==> src/rtl/cnn_mac_pkg.sv <==
// Shared definitions for the CNN multiply-accumulate pipeline.
//  - Representation selector constants.
//  - FSM state encoding for the window accumulator.
//  - Saturation bound helpers used to build the result clamp limits.
package cnn_mac_pkg;

  localparam bit REP_SIGNED   = 1'b1;
  localparam bit REP_UNSIGNED = 1'b0;

  typedef enum logic [0:0] {
    StIdle  = 1'b0,
    StAccum = 1'b1
  } state_e;

  // Largest value representable in w bits (w <= 63).
  function automatic logic signed [63:0] sat_max(input int unsigned w, input bit sgn);
    if (sgn) begin
      return (64'sd1 <<< (w - 1)) - 64'sd1;
    end
    return (64'sd1 <<< w) - 64'sd1;
  endfunction

  // Smallest value representable in w bits (w <= 63).
  function automatic logic signed [63:0] sat_min(input int unsigned w, input bit sgn);
    if (sgn) begin
      return -(64'sd1 <<< (w - 1));
    end
    return 64'sd0;
  endfunction

endpackage

==> src/rtl/cnn_mult_pipe.sv <==
// Pipelined multiplier with sideband.
//  Ports:
//   clock, aclr_n, clken      : clock, async active-low reset, clock enable
//   in_valid/in_first/in_last : beat qualifiers, delayed alongside the product
//   dataa, datab              : operands (signed or unsigned per IS_SIGNED)
//   sum                       : bias, delayed alongside the product
//   out_*                     : the same beat PIPELINE enabled cycles later
module cnn_mult_pipe #(
  parameter int unsigned WIDTHA    = 8,
  parameter int unsigned WIDTHB    = 8,
  parameter int unsigned WIDTHS    = 16,
  parameter int unsigned PIPELINE  = 2,
  parameter bit          IS_SIGNED = 1'b1
) (
  input  logic                     clock,
  input  logic                     aclr_n,
  input  logic                     clken,
  input  logic                     in_valid,
  input  logic                     in_first,
  input  logic                     in_last,
  input  logic [WIDTHA-1:0]        dataa,
  input  logic [WIDTHB-1:0]        datab,
  input  logic [WIDTHS-1:0]        sum,
  output logic                     out_valid,
  output logic                     out_first,
  output logic                     out_last,
  output logic [WIDTHS-1:0]        out_bias,
  output logic [WIDTHA+WIDTHB-1:0] out_prod
);

  localparam int unsigned PW = WIDTHA + WIDTHB;

  logic [PW-1:0] prod_in;

  // The operands are widened to the full product width first, so the low PW bits of the
  // PW x PW product are the exact product in either representation.
  always_comb begin
    prod_in = '0;
    if (IS_SIGNED) begin
      prod_in = PW'($signed(dataa)) * PW'($signed(datab));
    end else begin
      prod_in = PW'(dataa) * PW'(datab);
    end
  end

  logic [PW-1:0]     prod_q  [PIPELINE];
  logic [WIDTHS-1:0] bias_q  [PIPELINE];
  logic              valid_q [PIPELINE];
  logic              first_q [PIPELINE];
  logic              last_q  [PIPELINE];

  always_ff @(posedge clock or negedge aclr_n) begin
    if (!aclr_n) begin
      for (int i = 0; i < int'(PIPELINE); i++) begin
        prod_q[i]  <= '0;
        bias_q[i]  <= '0;
        valid_q[i] <= 1'b0;
        first_q[i] <= 1'b0;
        last_q[i]  <= 1'b0;
      end
    end else if (clken) begin
      prod_q[0]  <= prod_in;
      bias_q[0]  <= sum;
      valid_q[0] <= in_valid;
      first_q[0] <= in_first;
      last_q[0]  <= in_last;
      for (int i = 1; i < int'(PIPELINE); i++) begin
        prod_q[i]  <= prod_q[i-1];
        bias_q[i]  <= bias_q[i-1];
        valid_q[i] <= valid_q[i-1];
        first_q[i] <= first_q[i-1];
        last_q[i]  <= last_q[i-1];
      end
    end
  end

  assign out_prod  = prod_q[PIPELINE-1];
  assign out_bias  = bias_q[PIPELINE-1];
  assign out_valid = valid_q[PIPELINE-1];
  assign out_first = first_q[PIPELINE-1];
  assign out_last  = last_q[PIPELINE-1];

endmodule

==> src/rtl/cnn_mac_pipe.sv <==
// Pipelined multiply-accumulate engine for the CNN datapath.
//  Each window (in_first .. in_last) accumulates dataa*datab onto a bias taken from `sum`
//  on the first beat, and emits one saturated result when the last beat leaves the pipe.
//  Ports:
//   clock, aclr_n, clken : clock, async active-low reset, global clock enable
//   in_valid/first/last  : beat qualifiers; dataa, datab operands; sum bias (first beat only)
//   out_valid            : one enabled-cycle pulse; result/overflow valid with it
//   result               : saturated window sum, held between emits
//   overflow             : accumulator wrapped or result clamped
//   proto_err            : one enabled-cycle pulse on a window protocol violation
//  Constraints: ACC_W >= WIDTHA+WIDTHB, ACC_W >= WIDTHP, ACC_W >= WIDTHS, ACC_W <= 63,
//  PIPELINE in 1..4.
module cnn_mac_pipe
  import cnn_mac_pkg::*;
#(
  parameter int unsigned WIDTHA         = 8,
  parameter int unsigned WIDTHB         = 8,
  parameter int unsigned WIDTHS         = 16,
  parameter int unsigned WIDTHP         = 16,
  parameter int unsigned ACC_W          = 32,
  parameter int unsigned PIPELINE       = 2,
  parameter string       REPRESENTATION = "SIGNED"
) (
  input  logic              clock,
  input  logic              aclr_n,
  input  logic              clken,
  input  logic              in_valid,
  input  logic              in_first,
  input  logic              in_last,
  input  logic [WIDTHA-1:0] dataa,
  input  logic [WIDTHB-1:0] datab,
  input  logic [WIDTHS-1:0] sum,
  output logic              out_valid,
  output logic [WIDTHP-1:0] result,
  output logic              overflow,
  output logic              proto_err
);

  localparam bit          IsSigned = (REPRESENTATION == "SIGNED") ? REP_SIGNED : REP_UNSIGNED;
  localparam int unsigned PW       = WIDTHA + WIDTHB;

  localparam logic signed [63:0]    MaxLim64 = sat_max(WIDTHP, IsSigned);
  localparam logic signed [63:0]    MinLim64 = sat_min(WIDTHP, IsSigned);
  localparam logic signed [ACC_W:0] MaxLim   = MaxLim64[ACC_W:0];
  localparam logic signed [ACC_W:0] MinLim   = MinLim64[ACC_W:0];

  // Product pipe
  logic              p_valid;
  logic              p_first;
  logic              p_last;
  logic [WIDTHS-1:0] p_bias;
  logic [PW-1:0]     p_prod;

  cnn_mult_pipe #(
    .WIDTHA    (WIDTHA),
    .WIDTHB    (WIDTHB),
    .WIDTHS    (WIDTHS),
    .PIPELINE  (PIPELINE),
    .IS_SIGNED (IsSigned)
  ) u_mult (
    .clock     (clock),
    .aclr_n    (aclr_n),
    .clken     (clken),
    .in_valid  (in_valid),
    .in_first  (in_first),
    .in_last   (in_last),
    .dataa     (dataa),
    .datab     (datab),
    .sum       (sum),
    .out_valid (p_valid),
    .out_first (p_first),
    .out_last  (p_last),
    .out_bias  (p_bias),
    .out_prod  (p_prod)
  );

  // Accumulator state
  state_e           state_q, state_d;
  logic [ACC_W-1:0] acc_q, acc_d;
  logic             ovf_q, ovf_d;

  // Output registers
  logic              out_valid_q;
  logic [WIDTHP-1:0] result_q, result_d;
  logic              overflow_q, overflow_d;
  logic              proto_err_q, proto_err_d;
  logic              emit;

  // Shared adder: a first beat starts from the bias, any other beat from the accumulator.
  logic [ACC_W-1:0] bias_ext;
  logic [ACC_W-1:0] prod_ext;
  logic [ACC_W-1:0] add_lhs;
  logic [ACC_W:0]   add_sum;
  logic             add_wrap;

  always_comb begin
    bias_ext = '0;
    prod_ext = '0;
    if (IsSigned) begin
      bias_ext = ACC_W'($signed(p_bias));
      prod_ext = ACC_W'($signed(p_prod));
    end else begin
      bias_ext = ACC_W'(p_bias);
      prod_ext = ACC_W'(p_prod);
    end
    add_lhs = p_first ? bias_ext : acc_q;
    add_sum = {1'b0, add_lhs} + {1'b0, prod_ext};
    if (IsSigned) begin
      add_wrap = (add_lhs[ACC_W-1] == prod_ext[ACC_W-1]) &&
                 (add_sum[ACC_W-1] != add_lhs[ACC_W-1]);
    end else begin
      add_wrap = add_sum[ACC_W];
    end
  end

  // FSM: state register
  always_ff @(posedge clock or negedge aclr_n) begin
    if (!aclr_n) begin
      state_q <= StIdle;
      acc_q   <= '0;
      ovf_q   <= 1'b0;
    end else if (clken) begin
      state_q <= state_d;
      acc_q   <= acc_d;
      ovf_q   <= ovf_d;
    end
  end

  // FSM: next state, evaluated on the beat leaving the product pipe
  always_comb begin
    state_d     = state_q;
    acc_d       = acc_q;
    ovf_d       = ovf_q;
    emit        = 1'b0;
    proto_err_d = 1'b0;
    if (p_valid) begin
      if (p_first) begin
        // A first beat mid-window discards the partial window and restarts.
        proto_err_d = (state_q == StAccum);
        acc_d       = add_sum[ACC_W-1:0];
        ovf_d       = add_wrap;
        if (p_last) begin
          emit    = 1'b1;
          state_d = StIdle;
        end else begin
          state_d = StAccum;
        end
      end else if (state_q == StIdle) begin
        // Orphan beat outside a window is dropped.
        proto_err_d = 1'b1;
      end else begin
        acc_d = add_sum[ACC_W-1:0];
        ovf_d = ovf_q | add_wrap;
        if (p_last) begin
          emit    = 1'b1;
          state_d = StIdle;
        end
      end
    end
  end

  // FSM: outputs -- clamp the accumulator to the result range
  logic signed [ACC_W:0] acc_cmp;
  logic                  clamp_hi;
  logic                  clamp_lo;

  always_comb begin
    if (IsSigned) begin
      acc_cmp = {acc_d[ACC_W-1], acc_d};
    end else begin
      acc_cmp = {1'b0, acc_d};
    end
    clamp_hi = (acc_cmp > MaxLim);
    clamp_lo = (acc_cmp < MinLim);
    if (clamp_hi) begin
      result_d = MaxLim[WIDTHP-1:0];
    end else if (clamp_lo) begin
      result_d = MinLim[WIDTHP-1:0];
    end else begin
      result_d = acc_d[WIDTHP-1:0];
    end
    overflow_d = ovf_d | clamp_hi | clamp_lo;
  end

  always_ff @(posedge clock or negedge aclr_n) begin
    if (!aclr_n) begin
      out_valid_q <= 1'b0;
      result_q    <= '0;
      overflow_q  <= 1'b0;
      proto_err_q <= 1'b0;
    end else if (clken) begin
      out_valid_q <= emit;
      proto_err_q <= proto_err_d;
      if (emit) begin
        result_q   <= result_d;
        overflow_q <= overflow_d;
      end
    end
  end

  assign out_valid = out_valid_q;
  assign result    = result_q;
  assign overflow  = overflow_q;
  assign proto_err = proto_err_q;

endmodule

==> config.mk <==
export PLATFORM = sky130hd
export DESIGN_NAME = cnn_mac_pipe
export DESIGN_NICKNAME = d
export VERILOG_FILES = /design/src/rtl/cnn_mac_pkg.sv /design/src/rtl/cnn_mult_pipe.sv /design/src/rtl/cnn_mac_pipe.sv
export SDC_FILE = /design/constraint.sdc
export NUM_CORES = 1
export LEC_CHECK = 0
export CORE_UTILIZATION = 35
export DETAILED_ROUTE_END_ITERATION = 10
export PLACE_DENSITY = 0.63
export SYNTH_ARGS = -nofsm -noshare
export SYNTH_HDL_FRONTEND = slang
export SYNTH_SLANG_ARGS = --single-unit
==> constraint.sdc <==
create_clock -name clock -period 8.7 [get_ports clock]
set_input_delay 2.61 -clock clock [delete_from_list [all_inputs] [get_ports clock]]
set_output_delay 2.61 -clock clock [all_outputs]
set_load 0.01 [all_outputs]
After elaboration in Yosys (flattened, before gate mapping)
Index checks and enable logic that the tools add are counted.
Word-level totals
  register bits: 123
  input port bits: 38
  output and inout bits: 19
  logic and storage cells: 48
Cells by class
  bitwise operators: 3
  reduce and logical (&&, ||, !) cells: 3
  $add $sub $neg: 1
  mux-type cells: 19
  $mul: 1
  equal/unequal tests: 2
  $lt $le $gt $ge: 2
Operators by type and width (count)
  32-bit two-way mux: 4
  32-bit adder: 1
  32-bit by 16-bit greater-than comparator with 1-bit output (second input constant): 1
  32-bit by 16-bit less-than comparator with 1-bit output (second input constant): 1
  16-bit two-way mux: 2
  8-bit by 8-bit multiplier with 16-bit output: 1
  1-bit two-way mux: 13
  2-bit AND reduction: 2
  1-bit OR: 3
  1-bit equality test: 1
  1-bit logical AND: 1
  1-bit != test: 1

Depth between registers and ports, before layout
  depth in word-level cells: 10
  gate-level depth with buffers: 21
  mapped depth without buffers: 21

By module
Synthesis repeated with hierarchy kept, for this count alone.
Second synthesis, totals
  cells, all modules: 1096
  area total of the unflattened synthesis: 10216.0 um2
By module, submodules not included
  cnn_mult_pipe: cells an instance 474, area each 5345.1 um2, times used 1, sequential area each 1751.7 um2
  cnn_mac_pipe: cells an instance 622, area each 4870.9 um2, times used 1, sequential area each 1326.3 um2

Worst setup path after synthesis
Ideal clock, no wire load.
  path type: input port to flip-flop
  start point: in datab[6]
  end point: reg u_mult.prod_q[30] (netlist bit)
  library setup time: 0.125 ns
  path buffers: 1
  setup slack: 1.881 ns
  required time: 8.575 ns
  arrival time: 6.695 ns
  cell stages on the path: 18
  path through: clkbuf_1 -> nand2_1 -> fa_1 -> fa_1 -> inv_1 -> fa_1 -> fa_1 -> ha_1 -> o21ai_0 -> a21boi_0 -> o21ai_0 -> a21boi_0 -> o21ai_0 -> nand2b_1 -> a21o_1 -> a21oi_1 -> xnor2_1 -> mux2_2
Between the ends
  word-level cells in the longest chain between the ends: 1
RTL lines
  start, declared: line cnn_mac_pipe.sv:31  | input logic [WIDTHB-1:0] datab,
  8-bit by 8-bit multiplier with 16-bit output: line cnn_mult_pipe.sv:40  | prod_in = PW'($signed(dataa)) * PW'($signed(datab));
  end signal, assigned by index: line cnn_mult_pipe.sv:68  | prod_q[i] <= prod_q[i-1];
  end, declared: line cnn_mult_pipe.sv:46  | logic [PW-1:0] prod_q [PIPELINE];
No other way between the ends.
A chain may end at the register's enable or synchronous reset.

Final worst setup path
  start point: in datab[7]
  end point: reg u_mult.prod_q[30] (netlist bit)
The elaborated chain is that of the path after synthesis.

==> metrics.md <==
| Metric | Value |
|---|---|
| CP max-delay cell | `clkdlybuf4s50_1` |
| Met3 routed WL | `1.02 mm` |
| Hold crit path type | `register to register` |
| Dominant synthesized flop cell | `dfrtp_1` |
| Hold buffer count at cts | `0` |
| Metal-1 WL | `roughly 11 mm` |
| Leak pwr | `4.91 nW` |
| Gate Count Post-Synth | `between 1,000 and 1,500` |
| Synth Register Bits | `123` |
| WL final | `between 20 and 25 mm` |
| Worst vdd ir | `0.149 mV` |
| Area growth syn-to-layout | `13.6%` |
| Total Power | `4.14 mW` |
| CTS Sinks | `123` |
| Fin nets | `1,209` |
| Share of the synthesized area in the top cell type | `31.3%` |
| Vias per inst | `5.12` |
| Avg Cell Area, Syn | `9.60 um2` |
| Setup crit end | `u_mult.prod_q[30]$_DFFE_PN0P_` |
| Final cell count without fillers | `between 1,000 and 1,500` |
| R2r worst-path depth | `14` |
| CP cell instances | `clkdlybuf4s50_1 -> nand2b_1 -> fa_1 -> fa_1 -> inv_1 -> fa_1 -> fa_1 -> ha_1 -> o21ai_0 -> a21boi_0 -> o21ai_0 -> a21boi_0 -> o21ai_0 -> nand2b_1 -> a21o_1 -> a21oi_1 -> xnor2_1 -> mux2_2` |
| Largest net degree at the start of global routing | `67` |
| Run status | `completed` |
| Clk slew on worst S/H paths | `about 0.06 ns` |
| Placed cell count | `1,414` |
| DRT Pass-1 Iters | `5` |
| Min Tclk post-route | `just over 7 ns` |
| Via count | `7,404` |
| Worst setup SP type | `input port` |
| Max-cap violations | `0` |
| Max Clock Freq | `138 MHz` |
| CP Buf/Inv Count | `2` |
| Post-DR wirelength/cell | `about 15 um` |
| Clock Tree Root | `clkbuf_16` |
| # port buffers | `56` |
| Die X | `between 150 and 200 um` |
| Yosys cell types | `80` |
| Hpwl dp | `16.8 mm` |
| DRC viols | `0` |
| RSZ-0062 raised after global routing | `false` |
| # setup viols final | `0` |
| Global-route wire length before repair | `37.8 mm` |
| Top layer in use | `met4` |
| PwrDens | `370 nW/um2` |
| YS warnings | `0` |
| Slew @ Worst Pin | `1.02 ns` |
| Setup slack, reg-to-reg | `3.39 ns` |
| DR WL met2 | `10.2 mm` |
| Vias in the first global route | `7,304` |
| Row cnt | `61` |
| Total grt overflow | `0` |
| Final Wtd Congestion | `slightly below 0.9` |
| Worst skew pair latency | `approximately 0.42 ns` |
| R2r endpoint | `result[8]$_DFFE_PN0P_` |
| Crit Path Class | `input port to register` |
| # Post-CTS Setup Buffers | `0` |
| Final period util | `83.0%` |
| Worst EP required | `9.01 ns` |
| EDFF count, synth | `0` |
| Num CTS Buffers | `17` |
| Setup crit start | `datab[7]` |
| Register area share after synthesis | `31.3%` |
| Cell mode on critical path | `fa_1` |
| CTS tree | `built` |
| Worst Path Arrival | `7.53 ns` |
| DRT iter0 DRCs | `~550` |
| Chip Height | `170 um` |
| Io pins | `57` |
| Crit-path leading delay family | `adder cells` |
| CTS H-tree depth | `4` |
| CP Depth | `18` |
| Fill cell count | `2,719` |
| Total GRT Usage | `16.5%` |
| Synthesized area | `9840 um2` |
| Post-Route Hold Slack | `0.483 ns` |
| Max-slew violations | `0` |
| Post-route ant nets | `0` |
| Reg-to-reg startpoint | `u_mult.out_first$_DFFE_PN0P_` |
| Top cell type by total area after synthesis | `dfrtp_1` |
| Share of synthesized registers carrying an async set or reset | `100%` |
| Share of cells above drive strength 1 | `between 10% and 20%` |
| Worst setup EP type | `register` |
| Final count of hold timing violations | `0` |
| Post-Route Utilization | `between 40% and 50%` |
| Initial antenna violation count | `1` |
| CTS-repair resized insts | `0` |
| Max Buffers Root-to-Sink | `2` |
| Die footprint | `28,800 um2` |
| Critical path peak fanout | `9` |
| Syn nets | `between 1,000 and 1,500` |
| Largest stage delay on the critical path | `0.70 ns` |
| Initial Util | `35.5%` |
| Skew final | `around 0.0067 ns` |
| Rel. slew slack | `roughly 32%` |
| Area of the core | `27,700 um2` |
| Largest cells by area after synthesis | `dfrtp_1 31%, fa_1 11%, mux2_2 9.4%` |
| Fin Setup TNS | `0 ns` |
==> layout make-up <==
class	count	area [um2]	share of cell area, %
multi-input combinational	762	6140	54.9
sequential	123	3080	27.5
timing repair buffer	62	601	5.37
tap	378	473	4.23
clock buffer	18	439	3.93
inverter	89	334	2.99
clock inverter	14	124	1.11
antenna	1	2.50	0.0224
==> layout by cell type, fill, tap and decap left out, types with 4 or more instances in the layout <==
cell / netlist / layout
inv_1: 88 / 88
nand2_1: 102 / 102
nand2b_1: 11 / 11
a21oi_1: 55 / 55
ha_1: 60 / 60
inv_6: 0 / 6
a211oi_1: 17 / 17
nor3_1: 11 / 11
xnor2_1: 28 / 28
nand3_1: 8 / 8
a41oi_1: 4 / 4
xor2_1: 13 / 13
nor2b_1: 10 / 10
o21ai_0: 57 / 56
o21ai_1: 17 / 17
mux2_2: 82 / 82
clkdlybuf4s50_1: 0 / 54
and4_1: 5 / 5
o21ai_2: 5 / 6
clkbuf_16: 0 / 17
a31oi_1: 10 / 10
nor4_1: 4 / 4
a211o_1: 4 / 4
fa_1: 56 / 56
nand4_1: 16 / 16
a21o_1: 12 / 12
buf_4: 9 / 8
nor2_1: 59 / 59
and2_1: 43 / 43
and3_1: 4 / 4
dfrtp_1: 123 / 123
o211ai_1: 4 / 4
==> worst min-delay path, cell delays in order (launching register included) <==
cell,delay (ns)
dfrtp_1,0.34
nand2_1,0.05
o21ai_1,0.06
==> synth_stat cells, drive strengths merged (4+ instances only) <==
cell	n
dfrtp	123
nand2	104
inv	88
mux2	82
o21ai	79
ha	60
nor2	59
a21oi	58
fa	56
and2	44
clkbuf	31
xnor2	28
buf	19
a211oi	18
nand4	16
xor2	13
a21o	12
a31oi	12
nand2b	11
nor3	11
nor2b	10
nand3	8
and4	5
a211o	4
a41oi	4
and3	4
nor4	4
nor4b	4
o211ai	4
==> registers in the layout (all words and copies together) (netlist names) <==
register,count
u_mult.out_last,1
overflow,1
state_q,1
u_mult.bias_q,16
u_mult.first_q,1
u_mult.valid_q,1
ovf_q,1
acc_q,32
proto_err,1
u_mult.last_q,1
out_valid,1
u_mult.prod_q,16
u_mult.out_prod,16
result,16
u_mult.out_first,1
u_mult.out_valid,1
u_mult.out_bias,16
==> logic make-up after synthesis <==
| logic type | synth area share [%] |
|---|---|
| XOR/XNOR | 3.65 |
| multiplexers | 9.68 |
| AO/OA/AOI/OAI | 15.0 |
| AND/OR/NAND/NOR | 15.0 |
| buffers and inverters | 6.43 |
| flip-flops | 31.3 |
| adder cells (fa/ha/maj) | 19.0 |
==> per-stage QoR <==
step                      setup slack (ns)  cell area [um2]
after floorplan                       1.88             9840
after global placement                1.16            10600
after detailed placement              1.03            10600
after CTS                             1.46            11200
after global routing                 0.964            11200
final                                 1.48            11200
==> layer usage <==
metal,vias to the layer above,global-route usage (%)
li1,3617,-
met1,3585,23.2
met2,184,26.3
met3,18,2.57
met4,0,4.50
met5,-,0
==> report_power, final <==
| group | internal (mW) | switching [mW] | leakage (nW) |
|---|---|---|---|
| Combinational | 1.08 | 1.46 | 3.17 |
| Clock | 0.383 | 0.290 | 0.274 |
| Sequential | 0.774 | 0.163 | 1.47 |
| Total | 2.23 | 1.91 | 4.91 |
==> worst min-delay path by stage <==
stage / slack [ns] / end / startpoint / depth (start not counted)
6_report: 0.48 / result[6]$_DFFE_PN0P_ / result[6]$_DFFE_PN0P_ / 2
2_1_floorplan: 0.44 / state_q$_DFFE_PN0P_ / u_mult.out_last$_DFFE_PN0P_ / 1
3_3_place_gp: 0.47 / result[11]$_DFFE_PN0P_ / result[11]$_DFFE_PN0P_ / 2
3_5_place_dp: 0.47 / result[5]$_DFFE_PN0P_ / result[5]$_DFFE_PN0P_ / 2
4_1_cts: 0.49 / result[5]$_DFFE_PN0P_ / result[5]$_DFFE_PN0P_ / 2
5_1_grt: 0.51 / result[11]$_DFFE_PN0P_ / result[11]$_DFFE_PN0P_ / 2
Power figures use the tool's default switching activity.
